### src/rtl/payload_nfa_engine.sv
// payload_nfa_engine
//   Parallel (Glushkov-style) NFA matcher for one payload. Each state flop
//   is gated by one bit of the character-class decode bus. A state is fed
//   from its predecessor, from an optional self-loop, and from an optional
//   skip edge two states back. Anchoring can restrict where a match may
//   begin. The last state flags an accepting byte.
//
// Ports
//   clk          : clock, all updates on the rising edge
//   sod          : start of data, asynchronous active-high clear of the block
//   en           : byte-valid qualifier
//   in_class     : class-decode hits for the current byte
//   eod          : current enabled byte is the last of the payload
//   out          : sticky match flag
//   match_offset : byte index of the first accepting byte
//   match_count  : number of accepting bytes (saturating)
//   done         : payload finished, results are final
module payload_nfa_engine #(
  parameter int unsigned                 NUM_STATES  = 18,
  parameter int unsigned                 NUM_CLASSES = 32,
  parameter logic [NUM_STATES*8-1:0]     CLASS_SEL   = '0,
  parameter logic [NUM_STATES-1:0]       LOOP_MASK   = '0,
  parameter logic [NUM_STATES-1:0]       SKIP_MASK   = '0,
  parameter int unsigned                 ANCHOR_MODE = 0,
  parameter int unsigned                 NL_CLASS    = 0,
  parameter int unsigned                 CNT_W       = 16
) (
  input  logic                   clk,
  input  logic                   sod,
  input  logic                   en,
  input  logic [NUM_CLASSES-1:0] in_class,
  input  logic                   eod,
  output logic                   out,
  output logic [CNT_W-1:0]       match_offset,
  output logic [CNT_W-1:0]       match_count,
  output logic                   done
);

  localparam logic [7:0] NL_IDX = 8'(NL_CLASS);

  typedef enum logic {
    ST_RUN,
    ST_DONE
  } state_t;

  state_t                  state_q;
  state_t                  state_d;

  logic [255:0]            class_ext;
  logic [NUM_STATES-1:0]   cls;
  logic [NUM_STATES-1:0]   s_q;
  logic [NUM_STATES-1:0]   pred;
  logic [NUM_STATES-1:0]   s_next;
  logic                    arm;
  logic                    hit;
  logic                    accept;
  logic                    nl_prev;
  logic [CNT_W-1:0]        byte_cnt;

  // ---------------------------------------------------------------------------
  // Payload FSM: running until an accepted byte carries eod, then frozen.
  // ---------------------------------------------------------------------------
  always_ff @(posedge clk or posedge sod) begin
    if (sod) begin
      state_q <= ST_RUN;
    end else begin
      state_q <= state_d;
    end
  end

  always_comb begin
    state_d = state_q;
    case (state_q)
      ST_RUN:  if (en && eod) state_d = ST_DONE;
      ST_DONE: state_d = ST_DONE;
      default: state_d = ST_RUN;
    endcase
  end

  always_comb begin
    done   = (state_q == ST_DONE);
    accept = en && (state_q == ST_RUN);
  end

  // ---------------------------------------------------------------------------
  // Class decode. The bus is zero-extended to 256 bits so an 8-bit selector
  // always indexes in range, whatever NUM_CLASSES is.
  // ---------------------------------------------------------------------------
  always_comb begin
    class_ext                    = '0;
    class_ext[NUM_CLASSES-1:0]   = in_class;
  end

  always_comb begin
    cls = '0;
    for (int unsigned i = 0; i < NUM_STATES; i++) begin
      cls[i] = class_ext[CLASS_SEL[i*8 +: 8]];
    end
  end

  // ---------------------------------------------------------------------------
  // Anchoring
  // ---------------------------------------------------------------------------
  always_comb begin
    case (ANCHOR_MODE)
      0:       arm = 1'b1;
      1:       arm = (byte_cnt == '0);
      2:       arm = (byte_cnt == '0) || nl_prev;
      default: arm = 1'b1;
    endcase
  end

  // ---------------------------------------------------------------------------
  // NFA transition. Predecessor, self-loop and skip edges are formed as whole
  // vector shifts; the shifts leave bit 0 (and bits 0..1 for skip) empty, so
  // the arm term lands only on state 0 and skip bits 0/1 have no effect.
  // ---------------------------------------------------------------------------
  always_comb begin
    pred   = (s_q << 1)
           | NUM_STATES'(arm)
           | (LOOP_MASK & s_q)
           | (SKIP_MASK & (s_q << 2));
    s_next = cls & pred;
    hit    = s_next[NUM_STATES-1];
  end

  // ---------------------------------------------------------------------------
  // State flops, byte index and newline history
  // ---------------------------------------------------------------------------
  always_ff @(posedge clk or posedge sod) begin
    if (sod) begin
      s_q      <= '0;
      nl_prev  <= 1'b0;
      byte_cnt <= '0;
    end else if (accept) begin
      s_q     <= s_next;
      nl_prev <= class_ext[NL_IDX];
      if (byte_cnt != '1) begin
        byte_cnt <= byte_cnt + CNT_W'(1);
      end
    end
  end

  // ---------------------------------------------------------------------------
  // Match results
  // ---------------------------------------------------------------------------
  always_ff @(posedge clk or posedge sod) begin
    if (sod) begin
      out          <= 1'b0;
      match_offset <= '0;
      match_count  <= '0;
    end else if (accept && hit) begin
      out <= 1'b1;
      if (!out) begin
        match_offset <= byte_cnt;
      end
      if (match_count != '1) begin
        match_count <= match_count + CNT_W'(1);
      end
    end
  end

endmodule

### config.mk
export PLATFORM = sky130hd
export DESIGN_NAME = payload_nfa_engine
export DESIGN_NICKNAME = d
export VERILOG_FILES = /design/src/rtl/payload_nfa_engine.sv
export SDC_FILE = /design/constraint.sdc
export NUM_CORES = 1
export LEC_CHECK = 0
export BUFFER_PORTS_ARGS = -buffer_cell sky130_fd_sc_hd__buf_2
export CAP_MARGIN = 40
export CORE_MARGIN = 2
export CORE_UTILIZATION = 50
export DETAILED_ROUTE_END_ITERATION = 8
export PLACE_DENSITY = 0.83
export SYNTH_ARGS = -nofsm -noshare
export SYNTH_HDL_FRONTEND = slang
export SYNTH_SLANG_ARGS = --single-unit
### constraint.sdc
create_clock -name clk -period 2.6 [get_ports clk]
set_input_delay 0.52 -clock clk [delete_from_list [all_inputs] [get_ports clk]]
set_output_delay 0.52 -clock clk [all_outputs]
set_load 0.02 [all_outputs]
After elaboration in Yosys (flattened, before gate mapping) --
Cells that the tools add are included.
Word-level totals: flip-flop bits (word level) 67, input bits 36, output and inout bits 34, logic and storage cells 21
Operators by class: $add $sub $neg 2, eq/ne operators 2, mux-type cells 2, bitwise gates (word level) 3, reductions and logical operators 6
Operator list (count):
- $add A16 B1 Y16 const B | 2
- $ne A16 B16 Y1 const B | 2
- $and A18 B18 Y18 | 1
- $reduce_and A2 Y1 | 3
- $logic_and A1 B1 Y1 | 3
- $not A1 Y1 | 2
- $pmux W1 S2 | 1
- $mux W1 | 1

Depth between registers and ports, before layout --
depth in word-level cells 4, mapped depth 6, mapped depth without buffers 5

Least setup slack after synthesis --
No wires, ideal clock.
path type input -> register, start point input in_class[0], end point register match_offset[0], library setup time 0.125 ns, arrival 1.658 ns, required time 2.475 ns, path slack 0.818 ns, stages 5, path buffers 2, path through buf_2 -> nand4b_1 -> nor2_2 -> buf_4 -> mux2_2
Between the ends: cells in the longest elaborated chain, start to end 3
Ends and longest elaborated chain:
- from (decl) | line 31 | input logic [NUM_CLASSES-1:0] in_class,
- $and A18 B18 Y18 | line 123 | s_next = cls & pred;
- $logic_and A1 B1 Y1 | line 152 | end else if (accept && hit) begin
- $reduce_and A2 Y1 (no line)
- to (signal assigned) | line 155 | match_offset <= byte_cnt;
- to (decl) | line 34 | output logic [CNT_W-1:0] match_offset,
No other way between the ends. A chain may end at the register's enable or synchronous reset.

Worst setup path in the final report --
start point register byte_cnt[0], end point register byte_cnt[12]
Between the ends: cells in the longest elaborated chain, start to end 2, elaborated cells between the ends (all ways) 3, those cells by class 1 x add/sub; 1 x eq/ne; 1 x reduce/logical
Ends and longest elaborated chain:
- from (decl) | line 58 | logic [CNT_W-1:0] byte_cnt;
- from (signal assigned) | line 139 | byte_cnt <= byte_cnt + CNT_W'(1);
- branches (longest 2 deep; another with $add A16 B1 Y16)
Parallel ways; which one is timed is not known.

==> results.txt <==
Final Skew: 0.009649 ns
setup violators final: 0
DRC errors left: 0
IO Count: 70
Final TNS setup: 0 ns
Leak: 1.677 nW
Clock transition at path regs: 0.07 ns
Worst Tran Pin Value: 0.6118 ns
core box area: 5816 µm²
All-Layer GR Usage: 17.40%
Peak VDD IR: 0.0003914 V
RSZ-0062 raised after global routing: false
highest-count cells in the layout ignoring fill and taps: 67 x dfrtp_1, 48 x nand2_1, 38 x buf_2, 19 x mux2_2, 19 x xor2_1
DRT Pass-1 Iters: 4
post-synthesis sequential area ratio: 56.52%
Gate Count Post-Synth: 262
Final min period: 1.924 ns
clk_lat worst skew: 0.33 ns
Reg2Reg Launch Point: byte_cnt[0]
Finished Core Util: 59.29%
crit path capture type: flip-flop
largest net degree at the start of global routing: 41
Worst Hold Class: input pin to asynchronous set/reset pin
Core Rows: 28
Layout area overhead: 16.24%
post-DP HPWL: 3.573 mm
Cell Chain, Critical Path: ha_1 -> nand3_2 -> or3_1 -> nor3_2 -> mux2_2
CTS sink count: 67
Achievable Freq: 519.7 MHz
Die H: 81.03 µm
Rel. slew slack: 59.15%
CP Max Fanout: 6
Pins Over Slew Limit: 0
cell area after synthesis: 2967 µm²
chip width: 81.03 µm
number of antenna violations at the first check in global routing: 0
initial core utilization: 51.01%
final worst-path cycle share: 74.01%
Clock Path Buffers: 2
depth of the most critical reg-to-reg path: 5
CTS tree: yes
Antenna diodes: 0
Die ar.: 6565 µm²
number of synthesized flops with an enable pin: 0
Crit path arrival time: 2.14 ns
Synth Area per Inst: 11.32 µm²
Post-CTS Resized: 0
share of cells above drive strength 1: 28.21%
DRT iter0 DRCs: 110
number of global-route vias before repair: 1960
PortBufs: 38
Worst path max stage delay: 0.50 ns
critical path's slowest cell: or3_1
H-tree depth: 3
syn nets: 300
max cap viols: 0
Hold-fix buffers, CTS: 0
outcome: complete, no violations
vias: 2085
Synth warnings: 0
worst setup path startpoint: byte_cnt[0]
Placer Congestion: 0.7832
CP Class: flip-flop to flip-flop
Post-Route WL: 5.121 mm
crit start category: flip-flop
antenna viol nets, final: 0
FFs w/ async S/R, synth: 100.0%
flops & latches, synth: 67
Top FF cell, synth: dfrtp_1
Routed wire per std cell: 13.23 µm
count of cell types in the netlist: 36
Reg2Reg Setup Slack: 0.68 ns
grt total ovfl: 0
Num CTS Buffers: 9
Post-CTS Setup Inserts: 0
most common cell after layout, fill and taps aside: dfrtp_1
Final Hold Vio Count: 0
# nets final: 345
Root Buffer: clkbuf_8
Worst EP required: 2.82 ns
PD cells: 600.7 nW/µm²
vias per cell: 5.388
global-route wire length before repair: 8.763 mm
## cell families (layout without fill, tap and decap cells)
kind of cell	count (synthesis)	count (layout)	share of synthesized area [%]
adders and majority gates	2	2	0.8434
DFF	67	67	56.52
buffers and inverters	11	61	1.603
xor gates and xnor gates	27	27	7.971
AOI/OAI and AO/OA	23	23	5.062
and+or+nand+nor	113	113	20.79
muxes	19	19	7.212
## worst paths after layout
check | end
setup / recovery | byte_cnt[12]
hold / removal | match_offset[5]
setup reg to reg | byte_cnt[12]
hold reg to reg | s_q[4]
max in group asynchronous | done
min in group clk | done
## power by group
group / switching [W] / internal, W / total (W)
clock network: 0.000368 / 0.000494 / 0.000862
registers: 0.0000468 / 0.00108 / 0.00113
logic: 0.0000488 / 0.0000354 / 0.0000842
## cells in the mapped netlist, types with 2 or more instances
cell | count | area [µm²]
dfrtp_1 | 67 | 1677
nand2_1 | 48 | 180.2
mux2_2 | 19 | 214.0
xor2_1 | 19 | 166.4
o21ai_0 | 18 | 90.09
nor3_1 | 10 | 50.05
nor2_1 | 9 | 33.78
nand3_1 | 8 | 40.04
nand4_1 | 8 | 50.05
xnor2_1 | 8 | 70.07
and4_1 | 4 | 35.03
clkbuf_1 | 4 | 15.01
nor4_1 | 4 | 25.02
or3_1 | 4 | 25.02
inv_1 | 3 | 11.26
nand4_2 | 3 | 37.54
nor3_2 | 3 | 30.03
buf_2 | 2 | 10.01
ha_1 | 2 | 25.02
nand2b_1 | 2 | 12.51
nand4b_1 | 2 | 17.52
## final cells by class
class,instances,area [µm²]
clock buffers,12,155.1
clock inverters,4,48.80
fillers,488,2367
inverters,3,11.26
multi-input cells,184,1242
flip-flops and latches,67,1677
well taps,75,93.84
repair buffers,42,220.2
## worst max-delay path: cells and delay by family (launching register included)
kind | cells | cell delay [ns]
and+or+nand+nor | 3 | 0.82
DFF | 1 | 0.43
muxes | 1 | 0.34
adders and majority gates | 1 | 0.22
## through the flow
| step | worst slack [ns] | cells | cell area (µm²) | power (W) | hold WS (ns) |
|---|---|---|---|---|---|
| after floorplan | 0.3968 | 262 | 2967 | 0.001199 | 0.4502 |
| after global placement | 0.6644 | 371 | 3244 | 0.001224 | 0.4618 |
| after detailed placement | 0.6332 | 371 | 3244 | 0.001230 | 0.4722 |
| after CTS | 0.6811 | 387 | 3448 | 0.002096 | 0.2657 |
| after global routing | 0.5644 | 387 | 3448 | 0.002166 | 0.2873 |
| final | 0.6757 | 387 | 3448 | 0.002071 | 0.2551 |
## registers in the layout, indices dropped and copies added, names as in the netlist
signal and cells:
byte_cnt 16, done 1, match_count 16, match_offset 16
out 1, s_q 17
## per-layer routing
metal,vias to the layer above,share of wire [%],GRT usage (%)
met1,1006,45,22.91
met5,-,0,0
met3,10,4.2,5.333
li1,1014,-,-
met4,0,2.1,8.983
met2,55,48,25.95
(Power assumes the default switching activity.)
